--- config.mk ---
export PLATFORM = sky130hd
export DESIGN_NAME = riscv_ifetch
export DESIGN_NICKNAME = d
export VERILOG_FILES = /design/src/rtl/riscv_ifetch.sv
export SDC_FILE = /design/constraint.sdc
export NUM_CORES = 1
export LEC_CHECK = 0
export CORE_UTILIZATION = 50
export DETAILED_ROUTE_END_ITERATION = 6
export PLACE_DENSITY_LB_ADDON = 0.3
export SETUP_SLACK_MARGIN = 0.05
export SYNTH_ARGS = -nofsm -noshare
export SYNTH_HDL_FRONTEND = slang
export SYNTH_SLANG_ARGS = --single-unit
--- constraint.sdc ---
create_clock -name clk -period 2.7 [get_ports clk]
set_clock_uncertainty 0.05 [all_clocks]
set_input_delay 0.675 -clock clk [delete_from_list [all_inputs] [get_ports clk]]
set_output_delay 0.675 -clock clk [all_outputs]
set_load 0.02 [all_outputs]
--- src/rtl/riscv_ifetch.sv ---
// riscv_ifetch: instruction fetch stage between the PC stage and decode.
// Issues in-order word fetches under a credit limit of DEPTH (outstanding
// requests plus buffered instructions), tracks in-flight addresses in a small
// queue, buffers returned words with their PCs, and drops stale responses
// after a redirect flush (DRAIN state).
// Optional feature macro: RISCV_IFETCH_BYPASS_EN forwards a response straight
// to decode when the buffer is empty, the stage is running and decode is ready.
//
// Handshakes:
//   memory side: a request transfers when imem_req & imem_gnt; the stage then
//     pulses pc_advance. Responses (imem_rvalid) return in request order and
//     are always accepted.
//   decode side: if_valid/if_ready. An instruction transfers when
//     if_valid & if_ready. Once raised, if_valid and the head entry hold until
//     accepted or a flush clears the buffer.
module riscv_ifetch #(
    parameter int DEPTH = 2
) (
    input  logic        clk,
    input  logic        x_reset,
    input  logic [31:0] pc_in,
    input  logic        flush,
    output logic        pc_advance,
    output logic        imem_req,
    output logic [31:0] imem_addr,
    input  logic        imem_gnt,
    input  logic        imem_rvalid,
    input  logic [31:0] imem_rdata,
    output logic        if_valid,
    input  logic        if_ready,
    output logic [31:0] if_inst,
    output logic [31:0] if_pc,
    output logic [1:0]  dbg_state
);

    localparam int AW = $clog2(DEPTH);
    localparam int CW = $clog2(DEPTH) + 1;
    localparam logic [CW:0] DEPTH_C = (CW+1)'(DEPTH);

    typedef enum logic [1:0] {
        ST_BOOT  = 2'd0,
        ST_RUN   = 2'd1,
        ST_DRAIN = 2'd2
    } state_t;

    state_t          r_state;
    state_t          w_state_nxt;

    logic [CW-1:0]   r_out_cnt;
    logic [CW-1:0]   r_discard_cnt;
    logic [CW-1:0]   r_occ;
    logic [CW-1:0]   w_flush_discard;

    logic [31:0]     r_aq [DEPTH];
    logic [AW-1:0]   r_aq_wr_ptr;
    logic [AW-1:0]   r_aq_rd_ptr;

    logic [31:0]     r_buf_inst [DEPTH];
    logic [31:0]     r_buf_pc   [DEPTH];
    logic [AW-1:0]   r_wr_ptr;
    logic [AW-1:0]   r_rd_ptr;

    logic            w_credit;
    logic            w_grant;
    logic            w_rsp;
    logic            w_push;
    logic            w_pop;

    assign dbg_state = r_state;

    // Request side: combinational from state, counters, flush and grant only.
    assign w_credit   = ({1'b0, r_out_cnt} + {1'b0, r_occ}) < DEPTH_C;
    assign imem_req   = (r_state == ST_RUN) & ~flush & w_credit;
    assign imem_addr  = pc_in;
    assign w_grant    = imem_req & imem_gnt;
    assign pc_advance = w_grant;

    assign w_rsp           = imem_rvalid;
    assign w_flush_discard = r_out_cnt - {{(CW-1){1'b0}}, w_rsp};
    assign w_pop           = (r_occ != '0) & if_ready & ~flush;

`ifdef RISCV_IFETCH_BYPASS_EN
    logic w_bypass;
    assign w_bypass = (r_occ == '0) & (r_state == ST_RUN) & w_rsp & if_ready & ~flush;
    assign w_push   = w_rsp & (r_state == ST_RUN) & ~flush & ~w_bypass;
    assign if_valid = (r_occ != '0) | w_bypass;
    assign if_inst  = w_bypass ? imem_rdata : r_buf_inst[r_rd_ptr];
    assign if_pc    = w_bypass ? r_aq[r_aq_rd_ptr] : r_buf_pc[r_rd_ptr];
`else
    assign w_push   = w_rsp & (r_state == ST_RUN) & ~flush;
    assign if_valid = (r_occ != '0);
    assign if_inst  = r_buf_inst[r_rd_ptr];
    assign if_pc    = r_buf_pc[r_rd_ptr];
`endif

    // State register.
    always_ff @(posedge clk or negedge x_reset) begin
        if (!x_reset) r_state <= ST_BOOT;
        else          r_state <= w_state_nxt;
    end

    // Next state: BOOT lasts one cycle, DRAIN ends on the last stale response,
    // and a flush overrides everything else.
    always_comb begin
        w_state_nxt = r_state;
        case (r_state)
            ST_BOOT:  w_state_nxt = ST_RUN;
            ST_RUN:   w_state_nxt = ST_RUN;
            ST_DRAIN: if (w_rsp && (r_discard_cnt == CW'(1))) w_state_nxt = ST_RUN;
            default:  w_state_nxt = ST_BOOT;
        endcase
        if (flush) begin
            w_state_nxt = (w_flush_discard != '0) ? ST_DRAIN : ST_RUN;
        end
    end

    // Outstanding and discard counters; a flush reloads both with the
    // responses still owed by memory after this cycle.
    always_ff @(posedge clk or negedge x_reset) begin
        if (!x_reset) begin
            r_out_cnt     <= '0;
            r_discard_cnt <= '0;
        end else if (flush) begin
            r_out_cnt     <= w_flush_discard;
            r_discard_cnt <= w_flush_discard;
        end else begin
            r_out_cnt <= r_out_cnt + {{(CW-1){1'b0}}, w_grant} - {{(CW-1){1'b0}}, w_rsp};
            if ((r_state == ST_DRAIN) && w_rsp) begin
                r_discard_cnt <= r_discard_cnt - CW'(1);
            end
        end
    end

    // In-flight address queue: push on grant, pop on every response
    // (kept or dropped), so it stays aligned with the memory's order.
    always_ff @(posedge clk or negedge x_reset) begin
        if (!x_reset) begin
            r_aq_wr_ptr <= '0;
            r_aq_rd_ptr <= '0;
            for (int i = 0; i < DEPTH; i++) r_aq[i] <= '0;
        end else begin
            if (w_grant) begin
                r_aq[r_aq_wr_ptr] <= pc_in;
                r_aq_wr_ptr       <= r_aq_wr_ptr + AW'(1);
            end
            if (w_rsp) begin
                r_aq_rd_ptr <= r_aq_rd_ptr + AW'(1);
            end
        end
    end

    // Instruction buffer: written by kept responses, popped by decode,
    // emptied by flush.
    always_ff @(posedge clk or negedge x_reset) begin
        if (!x_reset) begin
            r_wr_ptr <= '0;
            r_rd_ptr <= '0;
            r_occ    <= '0;
            for (int i = 0; i < DEPTH; i++) begin
                r_buf_inst[i] <= '0;
                r_buf_pc[i]   <= '0;
            end
        end else if (flush) begin
            r_rd_ptr <= r_wr_ptr;
            r_occ    <= '0;
        end else begin
            if (w_push) begin
                r_buf_inst[r_wr_ptr] <= imem_rdata;
                r_buf_pc[r_wr_ptr]   <= r_aq[r_aq_rd_ptr];
                r_wr_ptr             <= r_wr_ptr + AW'(1);
            end
            if (w_pop) begin
                r_rd_ptr <= r_rd_ptr + AW'(1);
            end
            r_occ <= r_occ + {{(CW-1){1'b0}}, w_push} - {{(CW-1){1'b0}}, w_pop};
        end
    end

endmodule

## Word level (Yosys, flattened, before mapping)

Cells that the tools add are included.

| word-level totals | value |
|---|---|
| bits in latches | 0 |
| register bits | 204 |
| RAM bits | 0 |
| input bits | 70 |
| ROM bits | 0 |
| memories kept | 0 |
| output and inout bits | 101 |
| word-level logic and storage cells | 85 |

| cells by class | value |
|---|---|
| reduce and logical (&&, ||, !) cells | 11 |
| $lt $le $gt $ge | 7 |
| muxes and demuxes | 26 |
| eq/ne operators | 4 |
| bitwise operators | 12 |
| div/mod/pow operators | 0 |
| $mul | 0 |
| shift-type cells | 0 |
| add/sub/neg operators | 11 |

Operator list:

| kind | number |
|---|---|
| $mux W32 | 11 |
| $bwmux W64 | 3 |
| $demux W32 S1 | 2 |
| $mux W2 | 7 |
| $ge A2 B2 Y1 const B | 4 |
| $not A1 Y2 | 4 |
| $reduce_bool A2 Y1 | 4 |
| $and A1 B1 Y1 | 7 |
| $sub A2 B1 Y2 | 3 |
| $add A1 B1 Y1 const B | 4 |
| $add A2 B1 Y2 | 2 |
| $eq A2 B1 Y1 const B | 2 |
| $logic_and A1 B1 Y1 | 4 |
| $lt A2 B1 Y1 const B | 2 |
| $pmux W2 S2 | 1 |
| $add A2 B2 Y3 | 1 |
| $lt A3 B2 Y1 const B | 1 |
| $ne A3 B3 Y1 const B | 1 |
| $eq A2 B2 Y1 const B | 1 |
| $logic_not A2 Y1 | 1 |
| $mux W1 | 2 |
| $reduce_and A2 Y1 | 1 |
| $reduce_or A2 Y1 | 1 |
| $sub A2 B1 Y2 const B | 1 |
| $not A1 Y1 | 1 |

## Depth between registers and ports, before layout

Gate-level depths: netlist of run 1.

| depth | value |
|---|---|
| depth after elaboration | 7 |
| depth in mapped cells | 7 |
| mapped depth without buffers | 7 |

## Worst setup path after synthesis of run 1

No wires, ideal clock.

| timing | value |
|---|---|
| path kind | reg2out |
| start point | reg r_occ[0] |
| end point | out pc_advance |
| cell stages (with the launch flop) | 5 |
| path slack | 0.322 ns |
| data arrival time | 1.653 ns |
| buffers on the path | 0 |
| data required time | 1.975 ns |
| cells stage by stage | dfrtp_1 and2_1 fa_1 nor3b_4 and3_1 |

| between the ends | value |
|---|---|
| word-level cells in the longest chain between the ends | 4 |

RTL lines:

| what | RTL line | source |
|---|---|---|
| start: declaration | 51 | `logic [CW-1:0] r_occ;` |
| start signal: assignment | 175 | `r_occ <= r_occ + {{(CW-1){1'b0}}, w_push} - {{(CW-1){1'b0}}, w_pop};` |
| $add A2 B2 Y3 | 72 | `assign w_credit = ({1'b0, r_out_cnt} + {1'b0, r_occ}) < DEPTH_C;` |
| $lt A3 B2 Y1 | 72 |  |
| $and A1 B1 Y1 | 73 | `assign imem_req = (r_state == ST_RUN) & ~flush & w_credit;` |
| $and A1 B1 Y1 | 75 | `assign w_grant = imem_req & imem_gnt;` |
| end: declaration | 23 | `output logic pc_advance,` |

Every way passes these cells.

## Final worst setup path of run 1

Ends and elaborated chain as after synthesis.

==> flow_metrics.tcl, run 1 <==
set metrics [dict create \
    grt.total_usage_pct 21.09 \
    critPathTopFamily "simple AND/OR/NAND/NOR gates" \
    hold_viol 0 \
    wirelength_um 20150 \
    yosysWarnings 0 \
    yosys-top-cells-area "dfrtp_1 53%, mux2_2 27%, mux2_4 9.7%" \
    fillers 1344 \
    fmax_ghz 0.3548 \
    slew_headroom_pct 66.22 \
    cp.required_ns 1.98 \
    period_share_pct 104.4 \
    yosysTopAreaCellShare_pct 53.31 \
    grt_pass1_wl_um 32600 \
    antenna_cells 0 \
    syn_nets 683 \
    cp-start-kind "flip-flop" \
    multi_input_area_um2 3899 \
    p_leak_nw 5.808 \
    hpwl_um 12560 \
    holdWs_ns 0.1069 \
    avgSynthCellArea_um2 15.78 \
    synthTopCellsByCount "226 x mux2_2, 204 x dfrtp_1, 62 x mux2_4" \
    cellPowerDensity_nw_per_um2 1204 \
    crit_fanout 3 \
    drt-pass1-iter-count 4 \
    max-clock-path-buffers 3 \
    holdBufCountCts 0 \
    cts_sinks 204 \
    port_buffers 170 \
    arrival_ns 2.09 \
    worst_pin_slew_ns 0.5067 \
    timing.final.ws_setup_ns -0.1185 \
    grt-ovfl-total 0 \
    final_util_pct 65.01 \
    routedWlPerCell_um 19.76 \
    finalPower_mw 14.69 \
    wl_met2_um 10400 \
    vias_per_cell 5.311 \
    violations "setup timing" \
    dr.first_iter.drc_count 177 \
    dp_cells 974 \
    synth_top_area_cell "dfrtp_1" \
    place_area_um2 11350 \
    rsz0062_at_grt "true" \
    ys_ff_latch 204 \
    hp-class "in2async" \
    fin_crit_ns 2.819 \
    ir_worst_vdd_v 0.0006015 \
    status "complete, but fails checks" \
    vias 5417 \
    max_stage_delay_ns 0.49 \
    path_class "reg2out" \
    final_nets 846 \
    io_pins 171 \
    setup_violations 2 \
    clk_pin_slew_worst_paths_ns 0.06 \
    ys_types 32 \
    drive_above_1_share_pct 47.71 \
    yosysMostFrequentCell "mux2_2" \
    initial_core_util_pct 51.03 \
    rows 50 \
    antenna_found_initial 0 \
    finalNonFillerCells 1020 \
    htreeDepth 1 \
    globalplace.congestion 0.7779 \
    yosys_most_used_dff "dfrtp_1" \
    die_x_um 140.4 \
    syn_inst 607 \
    ant_nets 0 \
    ys_seq_area_share_pct 53.31 \
    critPathBufInv 1 \
    clk_latency_ns 0.50 \
    fp.dieH_um 140.4 \
    met3_length_um 885 \
    syn_area_um2 9577 \
    die_area_um2 19710 \
    final_max_slew_viol_count 0 \
    async_flop_share_pct 100.0 \
    cts_made_buffers 23 \
    clock-root-buffer "clkbuf_16" \
    grt_max_degree 72 \
    core_area_um2 18770 \
    synth_edf_count 0 \
    wl_met1_um 8520 \
    cp-end-kind "output port" \
    top_layer "met4" \
    area_growth_pct 27.40 \
    max-cap-violations 0 \
    regArea_um2 5107 \
    grt_pass1_vias 6112 \
    drc 0 \
    finish.instance_area_um2 12200 \
    crit_chain "and2_4 -> fa_1 -> nor3b_4 -> and3_4 -> buf_6" \
    crit_slowest_cell "fa_1" \
    tns_ns -0.1965 \
    post-place-ws_ns -0.1332 \
    cts_tree "yes" \
]
worst reg2reg max path, cell delays in order, from the launching register on:
cell and delay (ns):
dfrtp_1 0.38, and2_4 0.16, fa_1 0.49, nor3b_4 0.23, buf_4 0.17, nand4b_4 0.30, buf_12 0.30, mux2_2 0.30
what timing repair did:
action | 4_1_cts | 5_1_grt
gates cloned | 3 | 0
buffers inserted | 2 | 0
pin swaps | 0 | 4
endpoints found under the setup margin | 66 | 45
gates resized for setup | 79 | 47
cell usage in the layout (no fill, tap or decap), types with 2 or more instances in the layout:
cell type	count
mux2_2	226
buf_16	2
inv_1	6
clkbuf_8	2
xnor2_1	4
clkdlybuf4s15_1	34
o21ai_0	4
nor2_1	3
dfrtp_2	2
nor2b_1	3
dlygate4sd2_1	25
mux2i_1	2
buf_12	11
bufinv_16	4
buf_6	2
ha_1	5
mux2_4	62
dfrtp_1	202
buf_4	16
clkbuf_1	4
nand2_1	5
clkbuf_2	4
clkinvlp_4	2
clkdlybuf4s50_1	103
clkinv_2	6
xor2_1	5
clkbuf_16	23
layer usage:
layer | vias up | GRT usage, %
met5 | - | 0
met4 | 0 | 5.263
met3 | 26 | 3.829
met2 | 130 | 37.68
met1 | 2821 | 26.36
li1 | 2440 | -
report_power, final:
| group | internal, mW | total [mW] | switching, mW |
|---|---|---|---|
| clock | 1.98 | 3.19 | 1.22 |
| sequential | 4.47 | 5.26 | 0.786 |
| combinational | 3.51 | 6.24 | 2.73 |
final cells by class:
type	instances	share of cell area [%]
inverters	6	0.1846
flip-flops and latches	204	41.86
well taps	234	2.400
repair buffers	201	17.22
multi-input cells	334	31.96
clock inverters	13	1.425
clock buffers	28	4.953
worst paths after layout:
| kind | start | end | slack, ns | cells after the start |
|---|---|---|---|---|
| setup / recovery | r_occ[0] | pc_advance | -0.12 | 5 |
| hold reg to reg | r_aq[23] | r_aq[23] | 0.45 | 1 |
| min in group clk | r_aq[23] | r_aq[23] | 0.45 | 1 |
| max in group asynchronous | x_reset | r_aq[47] | 1.68 | 2 |
| hold / removal | x_reset | r_aq[5] | 0.11 | 1 |
| setup reg to reg | r_occ[0] | r_aq[46] | 0.19 | 7 |
sequential cells by signal, summed over array words and instances (netlist names), 2 cells and up:
register and count:
dbg_state 2, r_discard_cnt 2, r_aq 64, r_out_cnt 2
r_buf_inst 64, r_buf_pc 64, r_occ 2
cells by family after synthesis:
logic type	count (synthesis)	synth area share (%)
compound gates	7	0.4312
xor+xnor	9	0.8230
fa+ha+maj	6	0.8623
buf+inv	69	6.141
flops	204	53.31
mux	290	36.50
simple gates	22	1.934
Power figures use the tool's default switching activity.
==> run 2, diff against run 1 <==
--- a/config.mk
+++ b/config.mk
@@ -6,6 +6,7 @@
 export NUM_CORES = 1
 export LEC_CHECK = 0
 export CORE_UTILIZATION = 50
+export CTS_CLUSTER_SIZE = 24
 export DETAILED_ROUTE_END_ITERATION = 6
 export PLACE_DENSITY_LB_ADDON = 0.3
 export SETUP_SLACK_MARGIN = 0.05
==> results of run 2 <==
Final layout, timing and power as in run 1 (identical DEF).
